==> config.mk <==
export PLATFORM = sky130hd
export DESIGN_NAME = irq_ctrl
export DESIGN_NICKNAME = d
export VERILOG_FILES = /design/src/rtl/irq_ctrl_pkg.sv /design/src/rtl/irq_sync_edge.sv /design/src/rtl/irq_ctrl.sv
export SDC_FILE = /design/constraint.sdc
export NUM_CORES = 1
export LEC_CHECK = 0
export CAP_MARGIN = 20
export CELL_PAD_IN_SITES_DETAIL_PLACEMENT = 1
export CELL_PAD_IN_SITES_GLOBAL_PLACEMENT = 1
export CORE_MARGIN = 3
export CORE_UTILIZATION = 31
export DETAILED_ROUTE_END_ITERATION = 16
export HOLD_SLACK_MARGIN = 0.08
export PLACE_DENSITY = 0.82
export SYNTH_ARGS = -nofsm -noshare
export SYNTH_HDL_FRONTEND = slang
export SYNTH_SLANG_ARGS = --single-unit
export TNS_END_PERCENT = 50
==> constraint.sdc <==
create_clock -name i_clk -period 4.1 [get_ports i_clk]
set_input_delay 1.025 -clock i_clk [delete_from_list [all_inputs] [get_ports i_clk]]
set_output_delay 1.025 -clock i_clk [all_outputs]
set_load 0.02 [all_outputs]
==> src/rtl/irq_ctrl_pkg.sv <==
// Shared constants for the interrupt/exception controller.
// Cause codes reported on o_cause / CAUSE, and special-register offsets
// relative to the block's base address.
package irq_ctrl_pkg;

  // Cause codes; code 3 is reserved, external line k reports CAUSE_EXT_BASE+k.
  localparam int CAUSE_MEM      = 0;
  localparam int CAUSE_TRAP     = 1;
  localparam int CAUSE_SYS      = 2;
  localparam int CAUSE_EXT_BASE = 4;

  // Register offsets from the base address.
  localparam int OFF_MASK  = 0;
  localparam int OFF_MODE  = 1;
  localparam int OFF_PEND  = 2;
  localparam int OFF_CAUSE = 3;
  localparam int OFF_RAW   = 4;

endpackage

==> src/rtl/irq_sync_edge.sv <==
// Per-line synchroniser plus one history flop for rising-edge detection.
// Ports: clk/rst (sync active-high), din async line in, s synchronised
// level (SYNC_STAGES flops, or din directly when 0), s_d previous s.
module irq_sync_edge #(
  parameter int SYNC_STAGES = 2
) (
  input  logic clk,
  input  logic rst,
  input  logic din,
  output logic s,
  output logic s_d
);

  generate
    if (SYNC_STAGES == 0) begin : g_bypass
      assign s = din;
    end else begin : g_sync
      logic [SYNC_STAGES-1:0] chain;

      always_ff @(posedge clk) begin
        if (rst) begin
          chain <= '0;
        end else begin
          chain[0] <= din;
          for (int i = 1; i < SYNC_STAGES; i++) begin
            chain[i] <= chain[i-1];
          end
        end
      end

      assign s = chain[SYNC_STAGES-1];
    end
  endgenerate

  always_ff @(posedge clk) begin
    if (rst) s_d <= 1'b0;
    else     s_d <= s;
  end

endmodule

==> src/rtl/irq_ctrl.sv <==
// Interrupt/exception controller: N_IRQ synchronised lines with edge/level
// mode, pending latch, mask and fixed priority, plus three sync exceptions.
// Ports: i_irq lines, i_irq_en global enable, exception inputs, special-
// register bus (addr/data/we -> data/hit), o_irq/o_cause take request.
module irq_ctrl
  import irq_ctrl_pkg::*;
#(
  parameter int N_IRQ       = 8,
  parameter int RW          = 16,
  parameter int SYNC_STAGES = 2,
  parameter int SR_BASE     = 'h20
) (
  input  logic             i_clk,
  input  logic             i_rst,
  input  logic [N_IRQ-1:0] i_irq,
  input  logic             i_irq_en,
  input  logic             i_sys,
  input  logic             i_trap,
  input  logic             i_mem_exception,
  input  logic [RW-1:0]    i_sr_addr,
  input  logic [RW-1:0]    i_sr_data,
  input  logic             i_sr_we,
  output logic [RW-1:0]    o_sr_data,
  output logic             o_sr_hit,
  output logic             o_irq,
  output logic [RW-1:0]    o_cause
);

  localparam int            IW   = (N_IRQ > 1) ? $clog2(N_IRQ) : 1;
  localparam logic [RW-1:0] BASE = RW'(SR_BASE);

  logic [N_IRQ-1:0] s, s_d, rise;
  logic [N_IRQ-1:0] mask, mode, pend_q, pend;
  logic [N_IRQ-1:0] mode_nxt, w1c, take_clr, pend_nxt, ext_req;
  logic [RW-1:0]    cause_q, off;
  logic [IW-1:0]    ext_idx;
  logic             ext_any;
  logic             wr_mask, wr_mode, wr_pend;
  logic             unused_data;

  // Data bits above N_IRQ are don't-care on writes.
  assign unused_data = ^i_sr_data;

  generate
    for (genvar k = 0; k < N_IRQ; k++) begin : g_line
      irq_sync_edge #(.SYNC_STAGES(SYNC_STAGES)) u_sync (
        .clk (i_clk),
        .rst (i_rst),
        .din (i_irq[k]),
        .s   (s[k]),
        .s_d (s_d[k])
      );
    end
  endgenerate

  assign rise = s & ~s_d;
  // Level lines follow the synchronised input; edge lines use the latch.
  assign pend = (pend_q & mode) | (s & ~mode);

  // Register decode
  assign off      = i_sr_addr - BASE;
  assign o_sr_hit = (i_sr_addr >= BASE) && (off <= RW'(OFF_RAW));
  assign wr_mask  = i_sr_we && o_sr_hit && (off == RW'(OFF_MASK));
  assign wr_mode  = i_sr_we && o_sr_hit && (off == RW'(OFF_MODE));
  assign wr_pend  = i_sr_we && o_sr_hit && (off == RW'(OFF_PEND));

  always_comb begin
    o_sr_data = '0;
    if (o_sr_hit) begin
      case (off)
        RW'(OFF_MASK):  o_sr_data[N_IRQ-1:0] = mask;
        RW'(OFF_MODE):  o_sr_data[N_IRQ-1:0] = mode;
        RW'(OFF_PEND):  o_sr_data[N_IRQ-1:0] = pend;
        RW'(OFF_CAUSE): o_sr_data            = cause_q;
        RW'(OFF_RAW):   o_sr_data[N_IRQ-1:0] = s;
        default:        o_sr_data            = '0;
      endcase
    end
  end

  // Fixed-priority arbitration; lowest external index wins among lines.
  always_comb begin
    ext_req  = pend & mask & {N_IRQ{i_irq_en}};
    ext_any  = |ext_req;
    ext_idx  = '0;
    for (int k = N_IRQ - 1; k >= 0; k--) begin
      if (ext_req[k]) ext_idx = IW'(k);
    end
    take_clr = '0;
    o_irq    = 1'b1;
    o_cause  = '0;
    if (i_mem_exception) begin
      o_cause = RW'(CAUSE_MEM);
    end else if (i_trap) begin
      o_cause = RW'(CAUSE_TRAP);
    end else if (i_sys) begin
      o_cause = RW'(CAUSE_SYS);
    end else if (ext_any) begin
      o_cause           = RW'(CAUSE_EXT_BASE) + RW'(ext_idx);
      take_clr[ext_idx] = 1'b1;
    end else begin
      o_irq = 1'b0;
    end
  end

  // Set beats clear; masking with the next MODE drops latched bits of lines
  // being switched to level.
  assign mode_nxt = wr_mode ? i_sr_data[N_IRQ-1:0] : mode;
  assign w1c      = wr_pend ? i_sr_data[N_IRQ-1:0] : '0;
  assign pend_nxt = ((pend_q & ~(w1c | take_clr)) | (rise & mode)) & mode_nxt;

  always_ff @(posedge i_clk) begin
    if (i_rst) begin
      mask    <= '0;
      mode    <= '0;
      pend_q  <= '0;
      cause_q <= '0;
    end else begin
      if (wr_mask) mask <= i_sr_data[N_IRQ-1:0];
      mode   <= mode_nxt;
      pend_q <= pend_nxt;
      if (o_irq) cause_q <= o_cause;
    end
  end

endmodule

* Word-level counts from Yosys, hierarchy flattened
Cells that the tools add are included.
** Storage, ports and cells
- Bits in latches :: 0
- ROM bits :: 0
- Flip-flop bits (word level) :: 64
- Logic and storage cells :: 79
- Bits in writable memories :: 0
- Input port bits :: 47
- Output and inout port bits :: 34
- Memories :: 0
** Cells by class
- Mux-type cells :: 27
- Equality and inequality tests :: 4
- $lt $le $gt $ge :: 4
- Bitwise operators :: 14
- Shifts and indexed selects :: 0
- Divide/modulo/power cells :: 0
- Reductions and logical operators :: 8
- Multiply operators :: 0
- $add $sub $neg :: 2
** Operators by type and width (number)
- $and 8x8->8 :: 8
- $mux 8 :: 7
- $pmux 8 s5 :: 1
- $eq 16x2->1 const B :: 2
- $mux 3 :: 8
- $not 8->8 :: 3
- $or 8x8->8 :: 3
- $eq 16x1->1 const B :: 1
- $eq 16x3->1 const B :: 1
- $ge 16x6->1 const B :: 1
- $le 16x3->1 const B :: 1
- $logic_not 16->1 :: 1
- $mux 16 :: 1
- $mux 4 :: 4
- $sub 16x6->16 const B :: 1
- $reduce_or 8->1 :: 1
- $logic_and 1x1->1 :: 6
- $mux 1 :: 5
- $add 3x3->4 const A :: 1
- $lt 3x4->1 const B :: 1
- $demux 1 s3 :: 1
- $ge 3x1->1 const B :: 1

* Longest topological paths before layout
- Depth after elaboration :: 26
- Mapped depth :: 8
- Gate-level depth less buffers :: 8

* By module
From an unflattened synthesis, not the netlist that was laid out.
** Unflattened totals
- Cell total of the unflattened synthesis :: 334
- Area, all modules :: 2990.4 um^2
** By module, submodules not included
- irq_ctrl :: cells an instance 286, area an instance 2359.8 um^2, sequential area each 560.5 um^2, instances 1
- irq_sync_edge :: cells an instance 6, area an instance 78.8 um^2, sequential area each 60.1 um^2, instances 8

* Worst setup path before layout
OpenSTA, ideal clock, no wires.
- Kind :: input-to-output
- Start point :: input i_sr_addr[5]
- End point :: output o_sr_data[0]
- Arrival :: 3251 ps
- Slack :: -176 ps
- Path buffers :: 1
- Stages on the path :: 8
- Required time :: 3075 ps
- Cell sequence :: inv_1 ha_1 or3b_2 or4_4 or4_1 clkbuf_1 o21ai_0 o2bb2ai_1
** On the way
- Cells in the longest elaborated chain, start to end :: 4
- Elaborated cells between the ends (all ways) :: 11
- Those cells by class :: add/sub: 1; order compare: 2; eq/ne: 4; mux: 2; reduce/logical: 2
** RTL lines
- from (decl) :: RTL line irq_ctrl.sv:20 : input logic [RW-1:0] i_sr_addr,
- $sub 16x6->16 :: RTL line irq_ctrl.sv:61 : assign off = i_sr_addr - BASE;
- $le 16x3->1, or another cell as far along :: RTL line irq_ctrl.sv:62 : assign o_sr_hit = (i_sr_addr >= BASE) && (off <= RW'(OFF_RAW));
- $logic_and 1x1->1 or $pmux 8 s5 (tied branches) :: RTL line irq_ctrl.sv:62, irq_ctrl.sv:70
- $mux 16 * :: RTL line irq_ctrl.sv:69 : if (o_sr_hit) begin
- to (decl) :: RTL line irq_ctrl.sv:23 : output logic [RW-1:0] o_sr_data,
Every way passes the cells marked *; elsewhere a longest branch is shown, timed or not.

* Worst setup path in the final report
- Start point :: input i_sr_addr[5]
- End point :: output o_sr_data[4]
The elaborated chain is that of the path after synthesis.

==> results.txt <==
Status: finished, violations left
Final setup fails: 9
Initial Utilization: 0.330
TritonCTS clock tree: done
Smallest setup slack after layout: -0.182 ns
Max stage delay on crit path: 0.52 ns
Final Critical Period: 4.28 ns
Vias per inst: 5.26
Final wirelength: 9.65 mm
Commonest cells in the netlist: dfxtp_1 (52), nor2_1 (29), nor2b_1 (27)
Inst Count DP: 523
Main flop type after synthesis: dfxtp_1
P&R area growth vs syn: 51.8%
Util after Layout: 0.501
Distinct cells, synth: 57
Fin cells: 532
Vias in the first global route: 3139
Yosys top cell area share: 0.373
Hold_buf cts: 0
Setup TNS: -1.39 ns
Startpoint Class: primary input
Storage cell area: 1040 um^2
Hold Startpoint: g_line[4].u_sync.g_sync.chain[0]
Final hold vios: 0
Critical path's slowest cell: or4_4
Htree depth: 2
Synthesized flop and latch total: 52
DR pass1 iterations: 4
Pin count of the biggest net entering global routing: 33
Drt initial violations: 114
Fill count: 966
Pwr/cell area: 240 nW/um^2
Max Clock Skew: 0.00941 ns
Port Buffers: 52
Die Area: 10200 um^2
Tot Pwr: 1.02 mW
GR Overflow Total: 0
First-pass GRT wire length: 15.8 mm
Routed len/inst: 18.1 um
Final worst-path cycle share: 1.04
Largest area contributor in the netlist: dfxtp_1
Cells after synthesis: 321
Final Slew Violations: 0
Residual DRC count: 0
Worst path required time: 3.07 ns
Crit path cell chain: buf_8 > inv_8 > ha_4 > or3b_4 > or4_4 > or4_4 > buf_8 > o21ai_4 > o2bb2ai_4 > buf_6
GRT Total Usage: 0.197
Final HPWL DP: 7.29 mm
Maximum VDD drop: 0.000180 V
Setup CP Type: in2out
Num CTS Buffers: 5
Multi-input logic area: 1920 um^2
Diodes inserted: 0
Vias: 2799
Reg2reg start: mode[6]
Mapped cell area: 2790 um^2
Post-DRT Antenna Nets: 0
Data arrival, critical path: 3.26 ns
Placed cell area: 4060 um^2
Final GP Congestion: 0.881
Top Ports: 81
Core Region: 8460 um^2
Leakage Power: 1.66 nW
Number of synthesized flops with an enable pin: 0
Share of layout cells above drive strength 1: 0.297
Clk slew on worst S/H paths: 0.09 ns
Max Freq: 234 MHz
Critical path fanouts, max: 5
RSZ-0062 raised after global routing: true
Endpoint type of the worst setup path: output port
Clock root buffer: clkbuf_8
Yosys warning count: 0
Register-to-register setup slack: 1.67 ns
Post-route cell area: 4240 um^2
Hold Path Class: reg2reg
Async S/R FF share, synth: 0
Initial antenna violation count: 0
Mean Syn Cell Area: 8.70 um^2
Worst-skew pair later-pin latency: 0.31 ns
Count leader, synth: dfxtp_1
Critical path origin: i_sr_addr[5]
Die height: 101 um
Final nets: 474
FP Rows: 33
Maximum buffer depth of the clock tree: 2
Clk sinks: 52
Max-cap viol count: 0
Synth top area cells: dfxtp_1 (37%), mux2i_1 (7.5%), nor2b_1 (6.0%)
Failing checks: negative setup slack
Seq/Total Area, Yosys: 0.373
Die Span X: 101 um
## layout by cell type (no fill, tap or decap), types with 4 or more instances in the layout
master and n:
o21ai_4 8, buf_8 4, nand3_1 8, nor2_1 29, and2_1 4, a21oi_1 20
a21o_1 4, o2bb2ai_4 8, mux2i_1 21, or4_4 4, clkbuf_8 5, buf_4 51
clkdlybuf4s50_1 30, dlygate4sd2_1 4, inv_1 8, conb_1 20, a222oi_1 4, nor2b_1 27
nand2b_1 6, buf_6 9, nor3_1 6, dfxtp_1 52, nand2_1 20, o21a_1 6
## sequential cells by signal, indices dropped and copies added, names as in the netlist
name,cells
g_line.u_sync.s_d,8
g_line.u_sync.g_sync.chain,16
mode,8
pend_q,8
cause_q,4
mask,8
## critical path: cells and delay by family
family,cells,cell delay (ns)
fa+ha+maj,1,0.24
compound gates,2,0.20
simple gates,3,1.36
buf+inv,4,0.42
## layout make-up
type,count,share of cell area
tap,105,0.0310
clock inverter,2,0.00826
timing repair buffer,108,0.232
inverter,10,0.0118
multi-input combinational,249,0.454
sequential,52,0.246
clock buffer,6,0.0171
## metrics by stage
stage | hold slack, ns | worst slack, ns
global route | 0.462 | -0.224
finish | 0.444 | -0.182
CTS | 0.448 | -0.278
floorplan | 0.414 | -0.00350
global placement | 0.417 | -1.29
detailed placement | 0.425 | -1.32
## cell families after synthesis
kind of cell    share of synthesized area
compound gates                      0.207
xor+xnor                          0.00314
fa+ha+maj                         0.00448
buf+inv                            0.0820
flops                               0.373
mux                                0.0833
other cells                       0.00134
simple gates                        0.246
## power by group
group | internal, mW | switching, mW | total, mW
registers | 0.515 | 0.00684 | 0.522
clock network | 0.181 | 0.171 | 0.352
logic | 0.0685 | 0.0754 | 0.144
total | 0.765 | 0.253 | 1.02
## routing by layer
layer / track usage / vias up / routed length (um)
met4: 0.0777 / 0 / 247
met2: 0.354 / 86 / 5020
met5: 0 / - / 0
li1: - / 1319 / -
met1: 0.235 / 1370 / 3940
met3: 0.0249 / 24 / 433
## timing repair
item,4_1_cts,5_1_grt
endpoints found under the setup margin,14,13
pin swaps,13,4
setup buffers,1,0
gates resized for setup,96,10
## path summary, 6_finish.rpt
kind / cells after the start / to
setup / recovery: 10 / o_sr_data[4]
hold reg to reg: 1 / g_line[4].u_sync.g_sync.chain[1]
setup reg to reg: 7 / pend_q[6]
hold / removal: 1 / g_line[4].u_sync.g_sync.chain[1]
No activity file was read; power rests on OpenSTA's default activity.
